<file path="config.mk">
export PLATFORM = sky130hd
export DESIGN_NAME = mode_record
export DESIGN_NICKNAME = d
export VERILOG_FILES = /design/src/rtl/mode_record.sv
export SDC_FILE = /design/constraint.sdc
export NUM_CORES = 1
export LEC_CHECK = 0
export BUFFER_PORTS_ARGS = -buffer_cell sky130_fd_sc_hd__buf_4
export CAP_MARGIN = 20
export CORE_AREA = 2 2 228 230
export DETAILED_ROUTE_END_ITERATION = 7
export DIE_AREA = 0 0 230 232
export GPL_TIMING_DRIVEN = 0
export PLACE_DENSITY = 0.66
export SYNTH_ARGS = -nofsm -noshare
export SYNTH_HDL_FRONTEND = slang
export SYNTH_SLANG_ARGS = --single-unit
</file>
<file path="constraint.sdc">
create_clock -name clk -period 3.1 [get_ports clk]
set_input_delay 0.31 -clock clk [delete_from_list [all_inputs] [get_ports clk]]
set_output_delay 0.31 -clock clk [all_outputs]
set_load 0.1 [all_outputs]
</file>
<file path="src/rtl/mode_record.sv">
// Live-key recorder: captures note/octave/duration entries into the packed slot
// format used by the auto-play path, ending each take with a terminator slot.
module mode_record #(
    parameter int TICK_CYCLES = 10000000,
    parameter int SLOTS       = 56,
    parameter int LEN_W       = 6
) (
    input  logic                 clk,
    input  logic                 reset,
    input  logic                 rec_start,
    input  logic                 rec_stop,
    input  logic [3:0]           note_in,
    input  logic [1:0]           octave_in,
    output logic [SLOTS*4-1:0]   song_packed,
    output logic [SLOTS*4-1:0]   time_packed,
    output logic [SLOTS*2-1:0]   octave_packed,
    output logic [LEN_W-1:0]     rec_len,
    output logic                 recording,
    output logic                 full,
    output logic [6:0]           led_out
);
    localparam int TICK_W = (TICK_CYCLES > 1) ? $clog2(TICK_CYCLES) : 1;
    localparam int IDX_W  = (SLOTS > 1) ? $clog2(SLOTS) : 1;
    localparam logic [TICK_W-1:0] TICK_LAST = TICK_W'(TICK_CYCLES - 1);
    localparam logic [LEN_W-1:0]  LEN_LAST  = LEN_W'(SLOTS - 1);

    typedef enum logic [1:0] {S_IDLE, S_REC, S_FINISH} state_t;

    state_t             r_state;
    logic               r_prev_start;
    logic               r_prev_stop;
    logic [TICK_W-1:0]  r_tick;
    logic [3:0]         r_unit;
    logic [3:0]         r_cur_note;
    logic [1:0]         r_cur_oct;
    logic [LEN_W-1:0]   r_len;
    logic               r_recording;
    logic               r_full;
    logic [6:0]         r_led;

    logic               w_start_edge;
    logic               w_stop_edge;
    logic               w_note_change;
    logic               w_wrap;
    logic               w_commit;
    logic [3:0]         w_dur;
    logic               w_write;
    logic               w_cap;
    logic               w_clear;
    logic               w_term;
    logic [IDX_W-1:0]   w_idx;

    assign w_start_edge  = rec_start & ~r_prev_start;
    assign w_stop_edge   = rec_stop & ~r_prev_stop;
    assign w_note_change = (note_in != r_cur_note) || (octave_in != r_cur_oct);
    assign w_wrap        = (r_tick == TICK_LAST);
    assign w_idx         = r_len[IDX_W-1:0];
    assign w_clear       = (r_state == S_IDLE) && w_start_edge;
    assign w_term        = (r_state == S_FINISH);

    // Stop beats a note change, which beats the 15-unit saturation split.
    always_comb begin
        w_commit = 1'b0;
        w_dur    = r_unit;
        if (r_state == S_REC) begin
            if (w_stop_edge || w_note_change) begin
                w_commit = 1'b1;
            end else if (w_wrap && (r_unit == 4'd14)) begin
                w_commit = 1'b1;
                w_dur    = 4'd15;
            end
        end
    end

    // Sub-unit entries are treated as key glitches and never reach the buffer.
    assign w_write = w_commit && (w_dur != 4'd0);
    assign w_cap   = w_write && ((r_len + LEN_W'(1)) == LEN_LAST);

    always_ff @(posedge clk) begin
        if (!reset) begin
            r_state      <= S_IDLE;
            r_prev_start <= 1'b0;
            r_prev_stop  <= 1'b0;
            r_tick       <= '0;
            r_unit       <= 4'd0;
            r_cur_note   <= 4'd0;
            r_cur_oct    <= 2'd0;
            r_len        <= '0;
            r_recording  <= 1'b0;
            r_full       <= 1'b0;
            r_led        <= 7'd0;
        end else begin
            r_prev_start <= rec_start;
            r_prev_stop  <= rec_stop;
            r_led        <= 7'd0;
            if ((r_state == S_REC) && (note_in >= 4'd1) && (note_in <= 4'd7)) begin
                r_led <= 7'd1 << (note_in - 4'd1);
            end
            case (r_state)
                S_IDLE: begin
                    if (w_start_edge) begin
                        r_len       <= '0;
                        r_full      <= 1'b0;
                        r_tick      <= '0;
                        r_unit      <= 4'd0;
                        r_cur_note  <= note_in;
                        r_cur_oct   <= octave_in;
                        r_recording <= 1'b1;
                        r_state     <= S_REC;
                    end
                end
                S_REC: begin
                    if (w_write) begin
                        r_len <= r_len + LEN_W'(1);
                    end
                    if (w_stop_edge || w_cap) begin
                        r_recording <= 1'b0;
                        r_state     <= S_FINISH;
                        if (w_cap) begin
                            r_full <= 1'b1;
                        end
                    end else if (w_note_change) begin
                        r_cur_note <= note_in;
                        r_cur_oct  <= octave_in;
                        r_tick     <= '0;
                        r_unit     <= 4'd0;
                    end else if (w_wrap) begin
                        r_tick <= '0;
                        r_unit <= (r_unit == 4'd14) ? 4'd0 : r_unit + 4'd1;
                    end else begin
                        r_tick <= r_tick + TICK_W'(1);
                    end
                end
                S_FINISH: begin
                    r_recording <= 1'b0;
                    r_state     <= S_IDLE;
                end
                default: begin
                    r_state <= S_IDLE;
                end
            endcase
        end
    end

    for (genvar gi = 0; gi < SLOTS; gi++) begin : g_slot
        logic [3:0] r_song_s;
        logic [3:0] r_time_s;
        logic [1:0] r_oct_s;

        always_ff @(posedge clk) begin
            if (!reset || w_clear) begin
                r_song_s <= 4'd0;
                r_time_s <= 4'd0;
                r_oct_s  <= 2'd0;
            end else if (w_write && (w_idx == IDX_W'(gi))) begin
                r_song_s <= r_cur_note;
                r_time_s <= w_dur;
                r_oct_s  <= r_cur_oct;
            end else if (w_term && (w_idx == IDX_W'(gi))) begin
                r_song_s <= 4'hF;
                r_time_s <= 4'd0;
                r_oct_s  <= 2'd0;
            end
        end

        assign song_packed[4*gi +: 4]   = r_song_s;
        assign time_packed[4*gi +: 4]   = r_time_s;
        assign octave_packed[2*gi +: 2] = r_oct_s;
    end

    assign rec_len   = r_len;
    assign recording = r_recording;
    assign full      = r_full;
    assign led_out   = r_led;
endmodule

</file>
==> out/results.txt, run 1 <==
Outcome = finished, final reports clean
Synthesis-to-layout area growth = 37.0%
Synth cell types = 75
Via count = 21.9k
Hold_sp = reset
Leak = 11.9 nW
Seq/Total Area, Yosys = 54.6%
Normalized max-slew margin = 15.6%
Worst r2r path cells = 8
Layout Cell Area excl Fill = 30800 um^2
Crit share post-route = 99.5%
Pre-antenna DRT Iters = 6
Worst Setup End Kind = register
CP Data Arrival Time = 3620 ps
H-tree levels = 3
Fillers = 4257
Initial Utilization = 44.2%
Post-DRT Antenna Nets = 0
Total CTS buffers = 66
Nets = 2730
Vias per cell = 6.39
Final setup fails = 0
Highest Clock Rate = 324 MHz
Post-synth EDFFs = 0
Largest net degree at the start of global routing = 14
GRT Total Usage = 36.5%
Pre-CTS setup slack = -795 ps
Slew Limit Fails = 0
Clk sinks = 613
Mapped cell area = 22500 um^2
Crit path required time = 3640 ps
I/O pins = 585
WHS Path Cells = 3
Gr ovfl total = 0
Vias in the first global route = 21.2k
Max_cap viols = 0
Placed Area = 27700 um^2
Hold Path Class = in2reg
Starting DRC count in detailed routing = 2166
Post-synthesis net count = 2059
Core Area = 50900 um^2
Yosys reg bits = 613
Global-route wire length before repair = 145 mm
Filler-free cell count of the finished design = 3427
Clock Latency Late Sink = 610 ps
Worst-Margin Slew = 1260 ps
GPL Wtd Cong = 0.907
Number of synthesis warnings = 0
Clock Path Buffers = 3
Worst VDD drop = 0.000415 V
FF-to-FF setup slack = 20 ps
Diode count = 0
Total Neg Setup Slack = 0 ps
CTS clk-pin slew, worst paths = 60 ps
Top_reg_cell synth = dfxtp_1
Avg Inst Size Synth = 11.0 um^2
Hold EP = r_tick[22]
Worst Clk Skew = 20.7 ps
Crit Reg-Reg Endpoint = g_slot[49].r_time_s[2]
Pwr Total = 17.4 mW
Register area = 12300 um^2
Dpl hpwl = 76.1 mm
Fin. Hold Viols = 0
Row cnt = 83
Multi-input gate area = 9650 um^2
DRC viols = 0
Worst setup SP type = register
Reg-to-Reg Start = r_state[0]
Final Routed Wirelength = 102 mm
Unrepaired setup endpoints after global routing = true
Inst Count DP = 3299
PwrDens = 566 nW/um^2
Worst setup startpoint = r_state[0]
Minimum clock period = 3080 ps
Worst setup margin = 16.0 ps
# port buffers = 584
Share of cells above drive strength 1 = 39.7%
Ys async rst share = 0%
Antenna violations before repair = 0
Mapped Cells = 2034
CTS tree = yes
Root buf cell = clkbuf_16
Worst-path fanout max = 10
Critical setup path kind = reg2reg
DR WL/cell = 29.7 um
DIE AREA = 53400 um^2
Die width = 230 um
Chip Height = 232 um
[cells in the final DEF (no fill, tap or decap), types with 7 or more instances in the layout]
cell	Yosys	layout
a21oi_2	6	17
buf_1	9	11
buf_4	5	606
mux2i_1	9	8
nand4_1	10	10
nor2_4	4	8
nand2b_1	7	7
o211ai_1	9	9
clkbuf_1	167	133
a21oi_1	47	21
o221a_2	194	194
nand2_1	170	170
inv_1	45	45
buf_6	3	10
clkinv_2	0	8
a32o_1	266	266
nand3_1	22	22
dfxtp_1	613	610
o22ai_1	72	72
clkbuf_8	0	18
a221oi_2	0	12
buf_2	28	15
clkbuf_16	0	69
nor2_2	1	8
a221oi_1	34	22
dlygate4sd3_1	0	7
nor3_1	19	16
o21ai_1	6	26
clkbuf_2	2	27
a21oi_4	11	26
nor2_1	44	33
buf_12	0	8
ha_1	15	14
and3_1	9	8
o21ai_0	58	37
a31oi_1	7	7
a311oi_1	8	8
and2_1	34	31
[state kept, by name, summed over array words and instances (netlist names)]
signal / flops
recording: 1
g_slot.r_time_s: 224
r_unit: 4
r_cur_oct: 2
led_out: 7
g_slot.r_song_s: 224
r_prev_stop: 1
r_prev_start: 1
r_state: 2
r_tick: 24
g_slot.r_oct_s: 112
full: 1
rec_len: 6
r_cur_note: 4
[worst max-delay path by stage]
stage | end | slack (ps) | depth (start not counted)
finish | g_slot[49].r_time_s[2] | 20 | 8
global route | g_slot[39].r_song_s[1] | -60 | 9
CTS | r_tick[13] | 2 | 10
detailed placement | g_slot[5].r_time_s[0] | -790 | 9
global placement | g_slot[8].r_time_s[0] | -700 | 9
floorplan | g_slot[38].r_song_s[3] | 170 | 7
[per-stage QoR]
stage,hold WS (ps),utilization [%]
final,104,60.5
after global routing,145,60.5
after CTS,91.5,59.9
after detailed placement,453,54.5
after global placement,447,54.5
after floorplan,386,-
[layer usage]
metal,global-route usage (%),vias to the layer above,share of wire (%)
li1,-,9387,-
met5,0,-,0
met1,42.6,11000,37
met4,19.0,0,5.7
met3,11.6,260,11
met2,60.1,1277,47
[critical path, stage by stage (launching register included)]
cell and delay [ps]:
dfxtp_1 360, inv_1 90, ha_1 270, nand3b_1 210
and2_1 150, clkbuf_1 390, buf_1 670, clkbuf_1 610
a32o_1 280
[cells in the mapped netlist (all sizes together) (2+ instances only)]
library cell | instances | area [um^2]
a211o | 5 | 52.6
and2 | 37 | 231
o211ai | 9 | 67.6
a221oi | 34 | 298
or2 | 4 | 25.0
o32ai | 2 | 17.5
nor2 | 49 | 216
nand4 | 10 | 62.6
ha | 15 | 188
nand3 | 26 | 150
dfxtp | 613 | 12300
or4 | 5 | 41.3
o21a | 2 | 15.0
o21ai | 72 | 390
a21oi | 64 | 467
a41oi | 4 | 35.0
nand2b | 7 | 43.8
a32o | 266 | 2660
nor3 | 22 | 125
xor2 | 6 | 52.6
mux2i | 9 | 90.1
and3 | 9 | 56.3
o22ai | 72 | 450
o221a | 198 | 2230
nor2b | 3 | 18.8
o211a | 2 | 20.0
nand2 | 170 | 638
inv | 45 | 169
o31a | 2 | 17.5
nand4b | 3 | 26.3
buf | 45 | 245
or3 | 5 | 31.3
a311oi | 8 | 70.1
o311ai | 4 | 35.0
clkbuf | 169 | 637
nor4 | 4 | 31.3
a211oi | 8 | 75.1
a31oi | 7 | 43.8
[layout make-up]
cell class	count	area share (%)
clock inverters	14	0.382
well taps	680	2.76
repair buffers	613	15.4
flip-flops and latches	613	39.9
inverters	46	0.561
multi-input cells	1161	31.3
plain buffers	204	3.17
clock buffers	96	6.52
[what timing repair did]
action,4_1_cts,5_1_grt
hold buffers,7,0
endpoints found under the hold margin,7,0
buffers inserted,14,5
endpoints found under the setup margin,575,548
pin swaps,13,13
resized for setup,126,85
[power breakdown]
| part | switching (mW) | internal (mW) |
|---|---|---|
| Clock | 3.27 | 4.50 |
| Sequential | 0.0376 | 7.92 |
| Combinational | 1.34 | 0.331 |
[kinds of logic after synthesis]
logic type,synth area share [%]
xor+xnor,0.273
fa+ha+maj,0.835
buf+inv,4.69
simple gates,7.83
flops,54.6
compound gates,31.4
mux,0.401
No activity file was read; power rests on OpenSTA's default activity.
==> run 2, diff against run 1 <==
==> config.mk (replaced) <==
export PLATFORM = sky130hd
export DESIGN_NAME = mode_record
export DESIGN_NICKNAME = d
export VERILOG_FILES = /design/src/rtl/mode_record.sv
export SDC_FILE = /design/constraint.sdc
export NUM_CORES = 1
export LEC_CHECK = 0
export CAP_MARGIN = 20
export CORE_AREA = 2 2 228 230
export DETAILED_ROUTE_END_ITERATION = 7
export DIE_AREA = 0 0 230 232
export DONT_BUFFER_PORTS = 1
export GPL_TIMING_DRIVEN = 0
export PLACE_DENSITY = 0.56
export SYNTH_ARGS = -nofsm -noshare
export SYNTH_HDL_FRONTEND = slang
export SYNTH_SLANG_ARGS = --single-unit
==> constraint.sdc (replaced) <==
create_clock -name clk -period 3.12 [get_ports clk]
set_input_delay 0.312 -clock clk [delete_from_list [all_inputs] [get_ports clk]]
set_output_delay 0.312 -clock clk [all_outputs]
set_load 0.1 [all_outputs]
==> out/results.txt, run 2 (synthesis gave the netlist of run 1 again) <==
Total CTS buffers = 66 (unchanged)
Critical setup path kind = reg2reg
Core Area = 50900 um^2 (unchanged)
Post-DRT Antenna Nets = 0 (unchanged)
Nets = 2150 (-21%)
Worst setup SP type = register
Fin. Hold Viols = 0 (unchanged)
Global-route wire length before repair = 138 mm (-4.7%)
Crit Reg-Reg Endpoint = g_slot[51].r_time_s[1]
Minimum clock period = 3070 ps (-16.4 ps)
Hold EP = led_out[4]
I/O pins = 585 (unchanged)
WHS Path Cells = 2 (-1)
Max_cap viols = 0 (unchanged)
Worst-path fanout max = 10 (unchanged)
Antenna violations before repair = 0 (unchanged)
Clock Path Buffers = 3 (unchanged)
Synthesis-to-layout area growth = 17.9%
Slew Limit Fails = 0 (unchanged)
CTS tree = yes
Via count = 19.6k (-11%)
Clock Latency Late Sink = 610 ps (about the same)
CTS clk-pin slew, worst paths = 60 ps (about the same)
Worst setup margin = 52.4 ps (+36.4 ps)
CP Data Arrival Time = 3560 ps (-60 ps)
Hold Path Class = in2reg
Unrepaired setup endpoints after global routing = true
Hold_sp = note_in[0]
Largest registers = g_slot.r_song_s x224, g_slot.r_time_s x224, g_slot.r_oct_s x112
Crit share post-route = 98.3% (-1.2 points)
Chip Height = 232 um (unchanged)
Leak = 8.84 nW (-26%)
DIE AREA = 53400 um^2 (unchanged)
Placed Area = 23400 um^2 (-16%)
GPL Wtd Cong = 0.897 (-1.1%)
Worst r2r path cells = 7 (-1)
DRC viols = 0 (unchanged)
Clk sinks = 613 (unchanged)
Layout Cell Area excl Fill = 26500 um^2 (-14%)
Reg-to-Reg Start = r_tick[7]
Worst VDD drop = 0.000389 V (-6.2%)
Final setup fails = 0 (unchanged)
GRT Total Usage = 35.3% (-1.2 points)
Vias per cell = 6.85 (+7.2%)
Most common cell after layout, fill and taps aside = dfxtp_1
Worst Clk Skew = 23.7 ps (+3.03 ps)
Die width = 230 um (unchanged)
Most frequent cells in the layout = dfxtp_1 (606), a32o_1 (266), o221a_2 (194)
Row cnt = 83 (unchanged)
FF-to-FF setup slack = 50 ps (+40 ps)
Starting DRC count in detailed routing = 1966 (-9.2%)
Vias in the first global route = 18.6k (-12%)
Core Util, Final = 52.1% (-8.4 points)
Pre-antenna DRT Iters = 5 (-1)
Normalized max-slew margin = 22.0% (+6.4 points)
Worst Setup End Kind = register
Outcome = finished, final reports clean
Final Routed Wirelength = 98.5 mm (-3.2%)
Crit path required time = 3620 ps (-20 ps)
Share of cells above drive strength 1 = 24.8% (-15 points)
Highest Clock Rate = 326 MHz (+0.53%)
Pre-CTS setup slack = -764 ps (+31.0 ps)
PwrDens = 657 nW/um^2 (+16%)
DR WL/cell = 34.5 um (+16%)
Worst-Margin Slew = 1170 ps (-92.3 ps)
Total Neg Setup Slack = 0 ps (unchanged)
Initial Utilization = 44.2% (unchanged)
Root buf cell = clkbuf_16
Largest net degree at the start of global routing = 15 (+1)
Pwr Total = 17.4 mW (about the same)
Dpl hpwl = 72.7 mm (-4.4%)
Diode count = 0 (unchanged)
Gr ovfl total = 0 (unchanged)
H-tree levels = 3 (unchanged)
# port buffers = 0 (-100%)
[run 2: worst max-delay path by stage]
stage                          start  slack, ps  cells past startpoint                     end
after CTS                  r_tick[0]          5                      9  g_slot[10].r_song_s[0]
final                      r_tick[7]         50                      7  g_slot[51].r_time_s[1]
after global routing       r_tick[1]        -20                      9  g_slot[51].r_time_s[0]
after global placement     r_tick[0]       -730                     10  g_slot[41].r_time_s[2]
after detailed placement   r_tick[0]       -760                     10  g_slot[35].r_time_s[2]
after floorplan           rec_len[5]        190                      7  g_slot[38].r_song_s[3]
[run 2: repair_timing]
item,in CTS,in global routing
pin swaps,16,12
gates cloned,0,1
buffers inserted,14,10
hold buffers,10,0
endpoints found under the hold margin,16,0
resized for setup,131,118
endpoints found under the setup margin,576,493
[run 2: layout make-up]
| cell class | instances | area [um^2] |
|---|---|---|
| Sequential cell | 613 | 12300 |
| Clock buffer | 92 | 1870 |
| Multi-Input combinational cell | 1162 | 9660 |
| Timing Repair Buffer | 37 | 389 |
| Tap cell | 680 | 851 |
| Inverter | 46 | 173 |
| Fill cell | 4642 | 24400 |
| Clock inverter | 27 | 258 |
| Buffer | 199 | 995 |
[run 2: per-layer routing]
| layer | global-route usage, % | up-vias | part of all wire, % | wire (um) |
|---|---|---|---|---|
| met5 | 0 | - | 0 | 0 |
| met4 | 13.0 | 0 | 3.7 | 3640 |
| met3 | 11.6 | 189 | 10 | 10200 |
| met2 | 59.3 | 1083 | 48 | 47500 |
| met1 | 42.0 | 10100 | 38 | 37200 |
| li1 | - | 8253 | - | - |
[run 2: metrics by stage]
stage	instances	hold slack, ps
after floorplan	2034	388
after global placement	2714	396
after detailed placement	2717	398
after CTS	2852	6.51
after global routing	2856	44.6
final	2856	27.0
[run 2: worst max-delay path: stages (launching register included)]
cell,delay (ps)
dfxtp_1,380
or4b_4,590
or4_4,640
buf_6,190
a211oi_4,320
buf_6,250
o21ai_2,230
a32o_1,360
[run 2: power by group]
group	internal, mW	switching, mW	total, mW
clock network	4.48	3.34	7.82
registers	7.86	0.135	8.00
logic	0.323	1.26	1.58
total	12.7	4.73	17.4
==> run 3, diff against run 2 <==
--- a/config.mk
+++ b/config.mk
@@ -11,7 +11,6 @@
 export DIE_AREA = 0 0 230 232
 export DONT_BUFFER_PORTS = 1
 export GPL_TIMING_DRIVEN = 0
-export PLACE_DENSITY = 0.56
 export SYNTH_ARGS = -nofsm -noshare
 export SYNTH_HDL_FRONTEND = slang
 export SYNTH_SLANG_ARGS = --single-unit
==> out/results.txt, run 3 (synthesis gave the netlist of run 1 again) <==
DR WL/cell = 34.4 um (-0.33%)
Filler-free cell count of the finished design = 2861 (+0.18%)
Most frequent cells in the layout = dfxtp_1 (605), a32o_1 (266), o221a_2 (194)
Worst Setup End Kind = register
Hold_sp = note_in[1]
Starting DRC count in detailed routing = 1996 (+1.5%)
Worst setup startpoint = rec_len[2]
Dpl hpwl = 72.9 mm (+0.20%)
Critical setup path kind = reg2reg
Normalized max-slew margin = 21.4% (-0.57 points)
# port buffers = 0 (unchanged)
Worst stage delay on the critical path = 790 ps (+150 ps)
Pre-CTS setup slack = -676 ps (+88.3 ps)
Pre-antenna DRT Iters = 6 (+1)
Hold Path Class = in2reg
I/O pins = 585 (unchanged)
Clock Path Buffers = 3 (unchanged)
Crit path required time = 3640 ps (+20 ps)
Root buf cell = clkbuf_16
Crit share post-route = 97.9% (-0.40 points)
Unrepaired setup endpoints after global routing = true
PwrDens = 651 nW/um^2 (-0.88%)
Vias per cell = 6.85 (about the same)
Worst setup SP type = register
GPL Wtd Cong = 0.928 (+3.4%)
Synthesis-to-layout area growth = 18.6%
Met2 Routed Length = 46.3 mm (-2.5%)
M1 WL = 35.8 mm (-3.8%)
Pwr Total = 17.4 mW (-0.24%)
CTS tree = yes
CP Cell Sequence = inv_1, nor2_1, and2_1, o21ai_1, a32o_1
Worst-path fanout max = 8 (-2)
Worst Clk Skew = 27.5 ps (+3.84 ps)
Fillers = 4553 (-1.9%)
Worst VDD drop = 0.000400 V (+2.9%)
Gate power share = 9.0% (about the same)
Reg-to-Reg Start = rec_len[2]
CTS clk-pin slew, worst paths = 60 ps (about the same)
Internal power = 12.6 mW (-0.80%)
Gr ovfl total = 0 (unchanged)
Clk sinks = 613 (unchanged)
Share of cells above drive strength 1 = 24.4% (-0.33 points)
Global-route wire length before repair = 138 mm (-0.61%)
Seq pwr share = 46.1% (about the same)
Die width = 230 um (unchanged)
GRT Total Usage = 35.2% (-0.11 points)
Switching Fraction = 27.6% (+0.41 points)
Placed Area = 23400 um^2 (+0.13%)
Most common cell after layout, fill and taps aside = dfxtp_1
Largest net degree at the start of global routing = 15 (unchanged)
Largest registers = g_slot.r_song_s x224, g_slot.r_time_s x224, g_slot.r_oct_s x112
Outcome = finished, final reports clean
Inst Count DP = 2718 (+0.037%)
Initial Utilization = 44.2% (unchanged)
Final Routed Wirelength = 98.4 mm (-0.16%)
DRC viols = 0 (unchanged)
Fin. Hold Viols = 0 (unchanged)
Slew Limit Fails = 0 (unchanged)
Clock share of power = 44.9% (about the same)
P_sw = 4.79 mW (+1.3%)
Worst-Margin Slew = 1180 ps (+8.57 ps)
Metal3 WL = 11.8 mm (+15%)
DIE AREA = 53400 um^2 (unchanged)
Diode count = 0 (unchanged)
Total CTS buffers = 67 (+1.5%)
Clock Latency Late Sink = 630 ps (+20 ps)
Vias in the first global route = 18.4k (-0.84%)
Via count = 19.6k (+0.15%)
Total Neg Setup Slack = 0 ps (unchanged)
Minimum clock period = 3060 ps (-12.4 ps)
Worst setup margin = 64.8 ps (+12.4 ps)
Leak = 8.84 nW (about the same)
Largest delay share family, worst path = simple AND/OR/NAND/NOR gates
CP Buf/Inv Count = 1 (-1)
Nets = 2157 (+0.33%)
Chip Height = 232 um (unchanged)
Post-DRT Antenna Nets = 0 (unchanged)
Max_cap viols = 0 (unchanged)
Highest Clock Rate = 327 MHz (+0.41%)
Antenna violations before repair = 1 (+1)
Layout Cell Area excl Fill = 26700 um^2 (+0.64%)
Core Area = 50900 um^2 (unchanged)
CP Data Arrival Time = 3570 ps (about the same)
Critical path's slowest cell = and2_1
DR top layer = met4
Final setup fails = 0 (unchanged)
H-tree levels = 3 (unchanged)
Row cnt = 83 (unchanged)
-- run 3: cell types whose count changed in the layout (fill, tap and decap cells not counted), moves of 3 or more --
cell / before / now
clkbuf_1: 122 / 139
clkbuf_2: 42 / 27
o21ai_0: 43 / 37
buf_8: 0 / 5
clkinv_2: 16 / 11
o21ai_4: 4 / 8
buf_12: 5 / 8
clkbuf_4: 2 / 5
dfxtp_2: 3 / 6
nand2_1: 170 / 167
nand2_2: 0 / 3
o21ai_1: 19 / 22
-- run 3: per-stage QoR --
step | utilization, % | hold slack (ps)
floorplan | - | 388
global placement | 45.8 | 396
detailed placement | 46.0 | 391
CTS | 51.3 | 34.7
global route | 52.4 | 92.6
finish | 52.4 | 60.0
-- run 3: power by group through the flow --
| stage | Clock [mW] | Combinational, mW | Sequential (mW) |
|---|---|---|---|
| 6_report | 7.79 | 1.57 | 8.00 |
| 5_1_grt | 8.14 | 1.65 | 8.00 |
| 4_1_cts | 7.81 | 1.48 | 8.00 |
| 3_5_place_dp | 0 | 1.42 | 8.17 |
| 3_3_place_gp | 0 | 1.40 | 8.17 |
| 2_1_floorplan | 0 | 0.867 | 8.15 |
-- run 3: layout make-up --
class                   instances  area, um^2  share of cell area, %
multi-input cells            1161        9740                   36.5
plain buffers                 197         978                   3.67
clock buffers                  96        1910                   7.15
repair buffers                 46         508                   1.91
clock inverters                22         221                  0.831
inverters                      46         173                  0.648
flip-flops and latches        613       12300                   46.1
well taps                     680         851                   3.19
-- run 3: worst paths after layout --
check                                end  slack (ps)  cells after the start
setup / recovery  g_slot[21].r_time_s[2]          60                      5
hold / removal             r_cur_note[1]          60                      3
setup reg to reg  g_slot[21].r_time_s[2]          60                      5
hold reg to reg                r_tick[1]         480                      2
-- run 3: timing repair --
item / 4_1_cts / 5_1_grt
cloned: 0 / 1
setup buffers: 11 / 15
pin swaps: 12 / 21
hold buffers: 10 / 0
setup endpoints to repair: 576 / 568
resized for setup: 122 / 131
endpoints found under the hold margin: 14 / 0
-- run 3: metal layers --
metal	vias up	track usage, %
met5	-	0
met4	0	15.1
met3	237	13.7
met2	1171	58.0
met1	9922	40.6
li1	8276	-
-- run 3: worst reg2reg max path: cells and delay by family, from the launching register on --
| kind | cells | cell delay, ps |
|---|---|---|
| buffers and inverters | 1 | 170 |
| AOI/OAI and AO/OA | 2 | 810 |
| DFF | 1 | 740 |
| and+or+nand+nor | 2 | 1220 |
